$ cat src/rtl/me_ctrl_pkg.sv
// Shared widths, default geometry and state encoding for the basic-layer
// motion-search sequencer.
package me_ctrl_pkg;

    localparam int unsigned REF_W = 256;
    localparam int unsigned CUR_W = 512;
    localparam int unsigned COL_W = 5;
    localparam int unsigned ROW_W = 7;
    localparam int unsigned POS_W = ROW_W + COL_W;

    localparam int unsigned DEF_REF_PRELOAD_ROWS = 64;
    localparam int unsigned DEF_CUR_BEATS        = 16;
    localparam int unsigned DEF_SEARCH_COLS      = 32;
    localparam int unsigned DEF_SEARCH_ROWS      = 64;

    typedef enum logic [2:0] {
        ST_IDLE,
        ST_REF_LOAD,
        ST_CUR_LOAD,
        ST_SEARCH,
        ST_DONE
    } me_state_t;

    // Packed {row,col} of the final search position.
    function automatic logic [POS_W-1:0] last_pos(input int unsigned cols,
                                                   input int unsigned rows);
        return {ROW_W'(rows - 1), COL_W'(cols - 1)};
    endfunction

endpackage

$ cat src/rtl/me_beat_counter.sv
// Terminal-count beat counter: counts enabled beats, flags the last one,
// wraps to zero after it.
module me_beat_counter #(
    parameter int unsigned COUNT = 16
) (
    input  logic clk,
    input  logic rst_n,
    input  logic clr,
    input  logic en,
    output logic last
);

    localparam int unsigned CW = (COUNT > 1) ? $clog2(COUNT) : 1;

    logic [CW-1:0] cnt;

    assign last = (cnt == CW'(COUNT - 1));

    // Beat count: cleared on reset or command start, advanced per beat.
    always_ff @(posedge clk) begin
        if (!rst_n || clr) begin
            cnt <= '0;
        end else if (en) begin
            cnt <= last ? '0 : cnt + CW'(1);
        end
    end

endmodule

$ cat src/rtl/me_search_ctrl.sv
// Sequencer for the basic-layer integer motion search: preloads reference
// rows and the current block, then streams rows while watching the datapath
// position to strobe SADs and detect end of search.
module me_search_ctrl
    import me_ctrl_pkg::*;
#(
    parameter int unsigned REF_PRELOAD_ROWS = DEF_REF_PRELOAD_ROWS,
    parameter int unsigned CUR_BEATS        = DEF_CUR_BEATS,
    parameter int unsigned SEARCH_COLS      = DEF_SEARCH_COLS,
    parameter int unsigned SEARCH_ROWS      = DEF_SEARCH_ROWS
) (
    input  logic             clk,
    input  logic             rst_n,
    input  logic             start,
    output logic             busy,
    output logic             done,
    output logic             underrun,
    input  logic             ref_in_valid,
    output logic             ref_in_ready,
    input  logic [REF_W-1:0] ref_in_data,
    input  logic             cur_in_valid,
    output logic             cur_in_ready,
    input  logic [CUR_W-1:0] cur_in_data,
    output logic [REF_W-1:0] ref_input,
    output logic [CUR_W-1:0] current_64pixels,
    output logic             ref_begin_prepare,
    output logic             pe_begin_prepare,
    input  logic [COL_W-1:0] search_column_count,
    input  logic [ROW_W-1:0] search_row_count,
    output logic             sad_strobe
);

    localparam logic [POS_W-1:0] LAST_POS = last_pos(SEARCH_COLS, SEARCH_ROWS);

    me_state_t        state;
    me_state_t        next_state;
    logic             ref_hs;
    logic             cur_hs;
    logic             load_start;
    logic             ref_last;
    logic             cur_last;
    logic [POS_W-1:0] pos;
    logic [POS_W-1:0] prev_pos;

    assign pos        = {search_row_count, search_column_count};
    assign ref_hs     = ref_in_valid & ref_in_ready;
    assign cur_hs     = cur_in_valid & cur_in_ready;
    assign load_start = (state == ST_IDLE) & start;

    me_beat_counter #(
        .COUNT(REF_PRELOAD_ROWS)
    ) u_ref_cnt (
        .clk  (clk),
        .rst_n(rst_n),
        .clr  (load_start),
        .en   (ref_hs & (state == ST_REF_LOAD)),
        .last (ref_last)
    );

    me_beat_counter #(
        .COUNT(CUR_BEATS)
    ) u_cur_cnt (
        .clk  (clk),
        .rst_n(rst_n),
        .clr  (load_start),
        .en   (cur_hs),
        .last (cur_last)
    );

    // State register.
    always_ff @(posedge clk) begin
        if (!rst_n) begin
            state <= ST_IDLE;
        end else begin
            state <= next_state;
        end
    end

    // Next-state and ready decode; readies depend on state only.
    // Search ends in the cycle the final position's strobe is visible, so
    // prev_pos then holds exactly the position that strobed.
    always_comb begin
        next_state   = state;
        ref_in_ready = 1'b0;
        cur_in_ready = 1'b0;
        case (state)
            ST_IDLE: begin
                if (start) next_state = ST_REF_LOAD;
            end
            ST_REF_LOAD: begin
                ref_in_ready = 1'b1;
                if (ref_in_valid && ref_last) next_state = ST_CUR_LOAD;
            end
            ST_CUR_LOAD: begin
                cur_in_ready = 1'b1;
                if (cur_in_valid && cur_last) next_state = ST_SEARCH;
            end
            ST_SEARCH: begin
                ref_in_ready = 1'b1;
                if (sad_strobe && (prev_pos == LAST_POS)) next_state = ST_DONE;
            end
            ST_DONE: begin
                next_state = ST_IDLE;
            end
            default: begin
                next_state = ST_IDLE;
            end
        endcase
    end

    // Registered status, phase enables, data capture and position tracking.
    always_ff @(posedge clk) begin
        if (!rst_n) begin
            busy              <= 1'b0;
            done              <= 1'b0;
            underrun          <= 1'b0;
            ref_begin_prepare <= 1'b0;
            pe_begin_prepare  <= 1'b0;
            sad_strobe        <= 1'b0;
            ref_input         <= '0;
            current_64pixels  <= '0;
            prev_pos          <= '1;
        end else begin
            busy              <= (next_state != ST_IDLE);
            done              <= (next_state == ST_DONE);
            ref_begin_prepare <= (next_state != ST_IDLE);
            pe_begin_prepare  <= (next_state == ST_CUR_LOAD) ||
                                 (next_state == ST_SEARCH)   ||
                                 (next_state == ST_DONE);

            if (ref_hs) ref_input <= ref_in_data;
            if (cur_hs) current_64pixels <= cur_in_data;

            if (load_start) begin
                underrun <= 1'b0;
            end else if ((state == ST_SEARCH) && !ref_in_valid) begin
                underrun <= 1'b1;
            end

            sad_strobe <= (state == ST_SEARCH) && (pos != prev_pos);

            if (state == ST_CUR_LOAD) begin
                prev_pos <= '1;
            end else if (state == ST_SEARCH) begin
                prev_pos <= pos;
            end
        end
    end

endmodule

$ cat config.mk
export PLATFORM = sky130hd
export DESIGN_NAME = me_search_ctrl
export DESIGN_NICKNAME = d
export VERILOG_FILES = /design/src/rtl/me_ctrl_pkg.sv /design/src/rtl/me_beat_counter.sv /design/src/rtl/me_search_ctrl.sv
export SDC_FILE = /design/constraint.sdc
export NUM_CORES = 2
export LEC_CHECK = 0
export CAP_MARGIN = 20
export CORE_AREA = 2 2 605 607
export CTS_BUF_LIST = sky130_fd_sc_hd__clkbuf_16
export CTS_CLUSTER_DIAMETER = 200
export CTS_CLUSTER_SIZE = 8
export DETAILED_ROUTE_END_ITERATION = 16
export DIE_AREA = 0 0 607 609
export GPL_TIMING_DRIVEN = 1
export PLACE_DENSITY_LB_ADDON = 0.2
export SETUP_SLACK_MARGIN = 0.4
export SYNTH_ARGS = -nofsm -noshare
export SYNTH_HDL_FRONTEND = slang
export SYNTH_HIERARCHICAL = 1
export SYNTH_SLANG_ARGS = --single-unit
$ cat constraint.sdc
create_clock -name clk -period 5.8 [get_ports clk]
set_clock_uncertainty 0.1 [all_clocks]
set_input_delay 1.74 -clock clk [delete_from_list [all_inputs] [get_ports clk]]
set_output_delay 1.74 -clock clk [all_outputs]
set_load 0.005 [all_outputs]
# [Word level (Yosys, flattened, before mapping)]
# Cells that the tools add are included.
[op_classes] add_sub_neg=2 multipliers=0 div_mod_pow=0 n_lt_le_gt_ge=0 eq_ne=10 shift=0 n_mux=9 n_bitwise=5 reduce_logical=15
[ops] cell="12-bit by 11-bit == test with 1-bit output (second input constant)" n=1
[ops] cell="3-bit by 2-bit == test with 1-bit output (second input constant)" n=4
[ops] cell="3-bit two-way mux" n=4
[ops] cell="12-bit inequality test" n=1
[ops] cell="3-bit one-hot mux with 4 select lines" n=1
[ops] cell="6-bit by 1-bit adder with 6-bit output (second input constant)" n=1
[ops] cell="6-bit == test (second input constant)" n=1
[ops] cell="6-bit two-way mux" n=1
[ops] cell="2-bit OR reduction" n=3
[ops] cell="1-bit logical AND" n=5
[ops] cell="4-bit by 1-bit adder with 4-bit output (second input constant)" n=1
[ops] cell="1-bit AND" n=4
[ops] cell="4-bit == test (second input constant)" n=1
[ops] cell="4-bit two-way mux" n=1
[ops] cell="3-bit by 1-bit == test with 1-bit output (second input constant)" n=1
[ops] cell="3-bit == test (second input constant)" n=1
[ops] cell="3-bit logical NOT" n=1
[ops] cell="1-bit logical OR" n=3
[ops] cell="3-bit nonzero test" n=1
[ops] cell="1-bit logical NOT" n=2
[ops] cell="1-bit two-way mux" n=2
[ops] cell="1-bit inverter" n=1
[totals] register_bits=798 latchBits=0 ram_bits=0 rom_bits=0 in_bits=785 word_cells=52 memories=0

# [Depth between registers and ports, before layout]
[logic_depth] word_depth=7 mapped_depth=8 depth_no_buf=6

# [Modules after synthesis]
# Netlist, hierarchy kept.
[by_module_without_submodules] module="me_search_ctrl" n_inst=1 cells_each=3440 area_per_inst_um2=29231.8 seq_area_each_um2=15775.1
[by_module_without_submodules] module="me_beat_counter at u_ref_cnt" n_inst=1 cells_each=33 area_per_inst_um2=284.0 seq_area_each_um2=120.1
[by_module_without_submodules] module="me_beat_counter at u_cur_cnt" n_inst=1 cells_each=18 area_per_inst_um2=193.9 seq_area_each_um2=80.1

# [Least setup slack after synthesis]
# No wires, ideal clock.
[synth_path] path_kind="input to register" from="input port ref_in_valid" to="register u_ref_cnt.cnt[5]" setup_ns=0.074 arrival_ns=2.918 slack_ns=2.708 stages=6 n_path_buf=1 cell_sequence="nand2_1 clkbuf_1 nor2_1 nand4_2 or3_1 a31oi_1"
[synth_via] elab_chain_cells=2
[synth_lines] element="start, declared" line="me_search_ctrl.sv:18" source="input logic ref_in_valid,"
[synth_lines] element="1-bit AND" line="me_search_ctrl.sv:46" source="assign ref_hs = ref_in_valid & ref_in_ready;"
[synth_lines] element="1-bit AND" line="me_search_ctrl.sv:56" source=".en (ref_hs & (state == ST_REF_LOAD)),"
[synth_lines] element="end signal, assigned" line="me_beat_counter.sv:24" source="cnt <= last ? '0 : cnt + CW'(1);"
[synth_lines] element="end, declared" line="me_beat_counter.sv:15" source="logic [CW-1:0] cnt;"
# No other way between the ends.
# A chain may end at the register's enable or synchronous reset.

# [Worst setup path after layout]
[layout_path] from="register state[1]" to="output port cur_in_ready"
[layout_via] elab_chain_cells=2
[layout_lines] element="start, declared" line="me_search_ctrl.sv:35" source="me_state_t state;"
[layout_lines] element="start signal, assigned" line="me_search_ctrl.sv:75" source="state <= next_state;"
[layout_lines] element="3-bit by 2-bit == test with 1-bit output" line="me_search_ctrl.sv:86" source="case (state)"
[layout_lines] element="1-bit two-way mux" line="me_search_ctrl.sv:86"
[layout_lines] element="end, declared" line="me_search_ctrl.sv:22" source="output logic cur_in_ready,"
# No other way between the ends.

==> flow_summary_export.csv <==
group,metric,value,unit
placement,port-buffer-count,1560,
pwr,p_int,0.009721,W
timing,hold_viol_final,0,
route,final_antenna_net_count,0,
setup_path,startpoint,"state[1]",
clock_network,ctsHtreeMaxLevel,3,
cells_and_area,layout-drive-gt1-share,3.690,%
placement,post_dp_cell_area,50500,um2
cells_and_area,most-common-layout-cells,"nand2_1, clkdlybuf4s50_1, dfxtp_1",
pwr,seqPwrFrac,43.0,%
clock_network,clock_latency,880,ps
die,die_h,609,um
timing,min_period,4376,ps
clock_network,cts_buffers,114,
route,drc,0,
setup_path,start_kind,"register",
clock_network,cts.repair.resized,0,
clock_network,cts_tree,"done",
setup_path,r2r_start,"state[1]",
clock_network,cts_root_buf,"clkbuf_16",
timing,fin_crit_sh,75.45,%
global_route,grt_overflow,0,
placement,gp_congestion,0.8503,
synthesis,synth_seq_cells,798,
min_path,hp-start,"current_64pixels[407]",
timing,max_freq,0.2285,GHz
route,dr.pass1.iters,6,
global_route,grt_pass1_vias,30560,
synthesis,ys_seq_area_share,53.77,%
global_route,antenna_found_initial,123,
pwr,vdd_drop_max,0.2293,mV
cells_and_area,final_common_cell,"nand2_1",
pwr,powerDensity,244.0,nW/um2
job,maxCapViolCount,0,
global_route,grt_max_degree,174,
clock_network,cts_hold_buf,0,
die,pin_count,1561,
synthesis,ys_types,42,
route,finalWirelength,251300,um
setup_path,worstPathArrival,2540,ps
route,avgRoutedWirePerCell,25.64,um
clock_network,postCtsSetupRepairBufs,0,
setup_path,worst-setup-path-type,"register to output port",
synthesis,syn_inst,3491,
die,rows,222,
pwr,switching_power,0.003340,W
clock_network,path_clk_slew,50,ps
timing,tns,0,ps
timing,slew_headroom,36.79,%
timing,rsz0062_at_grt,"false",
route,vias_per_cell,3.106,
timing,drv_slew,0,
setup_path,worstPathRequired,3960,ps
synthesis,synth_nets,4278,
cells_and_area,area_growth_syn_to_layout,80.20,%
pwr,combPwrFrac,9.1,%
synthesis,yosys_warnings,6,
pwr,p_clk_share,47.9,%
global_route,grt.total_usage,13.04,%
pwr,power_leakage,17.01,nW
die,die_width,607,um
timing,setup_viol,0,
route,first_iter_violations,1864,
pwr,swShare,25.57,%
die,core_area,363900,um2
setup_path,crit_path_end_kind,"output port",
synthesis,avgSynthCellArea,8.510,um2
placement,hpwl,208900,um
global_route,grt_pass1_wl,320000,um
cells_and_area,fin_area,53540,um2
synthesis,synthesis.area,29710,um2
run_status,status,"finished, final reports clean",
clock_network,clock-sinks,798,
route,vias,30430,
die,dieArea,369700,um2
cells_and_area,fin_nets,5743,
timing,worst_pin_slew,948.1,ps
min_path,hold_class,"register to register",
setup_path,critPathMaxFanout,9,
clock_network,cts.path.max_buffers,4,
die,initial_core_util,8.165,%
## flip-flops by register name (all words and copies together) (netlist names)
| signal | count |
|---|---|
| current_64pixels | 512 |
| done | 1 |
| pe_begin_prepare | 1 |
| prev_pos | 12 |
| ref_begin_prepare | 1 |
| ref_input | 256 |
| sad_strobe | 1 |
| state | 3 |
| u_cur_cnt/cnt | 4 |
| u_ref_cnt/cnt | 6 |
| underrun | 1 |
## metrics by stage
| stage | util, % | cells | power, W | hold slack, ps | setup slack (ps) |
|---|---|---|---|---|---|
| global placement | 13.88 | 9655 | 0.006939 | 341.1 | 1448 |
| global route | 14.70 | 9787 | 0.01365 | 363.0 | 1292 |
| floorplan | - | 3491 | 0.006003 | 351.4 | 2708 |
| detailed placement | 13.88 | 9655 | 0.006937 | 343.7 | 1448 |
| CTS | 14.69 | 9775 | 0.01345 | 351.5 | 1293 |
| finish | 14.71 | 9799 | 0.01306 | 349.7 | 1424 |
## worst paths after layout
kind                                         endpoint  slack, ps  cells after the start
worst max-delay path                     cur_in_ready       1420                      2
worst max register to register   current_64pixels[45]       2740                      6
worst min-delay path            current_64pixels[407]        350                      2
worst min register to register  current_64pixels[407]        350                      2
## kinds of logic after synthesis
group / share of synthesized area (%)
AO/OA/AOI/OAI: 19.67
XOR/XNOR: 0.5011
adder cells (fa/ha/maj): 0.08421
multiplexers: 0.06739
flip-flops: 53.77
AND/OR/NAND/NOR: 21.04
buffers and inverters: 4.864
## layer usage
metal	vias to the layer above	part of all wire, %	GRT usage [%]
li1	14130	-	-
met1	14650	39	14.52
met2	1237	48	22.59
met3	397	10	5.747
met4	22	2.8	3.017
met5	-	0.060	0
## Yosys cell counts (all sizes together)
cell | n | area, um2
nand2b | 3 | 26.27
ha | 2 | 25.02
o31a | 1 | 8.760
or3 | 1 | 6.260
nand4b | 1 | 8.760
clkbuf | 131 | 491.7
nor2 | 13 | 51.30
nand4 | 7 | 56.30
a21boi | 768 | 5766
nor4b | 1 | 8.760
a41o | 1 | 11.26
a21oi | 3 | 15.01
xor2 | 4 | 35.03
and2 | 3 | 18.77
inv | 3 | 11.26
nor3 | 1 | 5.000
dfxtp | 798 | 15980
mux2i | 2 | 20.02
buf | 130 | 942.2
and3 | 3 | 18.77
o221ai | 1 | 8.760
nand3 | 16 | 80.08
xnor2 | 13 | 113.9
nor2b | 4 | 32.53
nand2 | 1571 | 5899
a31oi | 2 | 12.51
or2 | 1 | 6.260
o211ai | 1 | 7.510
nor3b | 2 | 26.28
nor4 | 1 | 6.260
o21ai | 3 | 15.01
## critical path, stage by stage (launching register included)
cell and delay, ps:
dfxtp_1 450, nor3b_4 550, clkdlybuf4s50_1 650
## area by class of cell
class                           instances  area [um2]
Clock inverter                          6       96.34
Timing Repair Buffer                 1610       16190
Antenna cell                           23       57.56
Sequential cell                       798       15980
Clock buffer                          114        2853
Multi-Input combinational cell       2429       12320
Inverter                                3       18.77
Tap cell                             4816        6026
Fill cell                           41420      310300
## power by group through the flow
stage          Clock, W  Sequential (W)  Combinational, W
2_1_floorplan         0         0.00572          0.000281
3_3_place_gp          0         0.00573           0.00121
3_5_place_dp          0         0.00573           0.00120
4_1_cts         0.00662         0.00561           0.00121
5_1_grt         0.00676         0.00562           0.00127
6_report        0.00625         0.00562           0.00119
No activity file was read; power rests on OpenSTA's default activity.
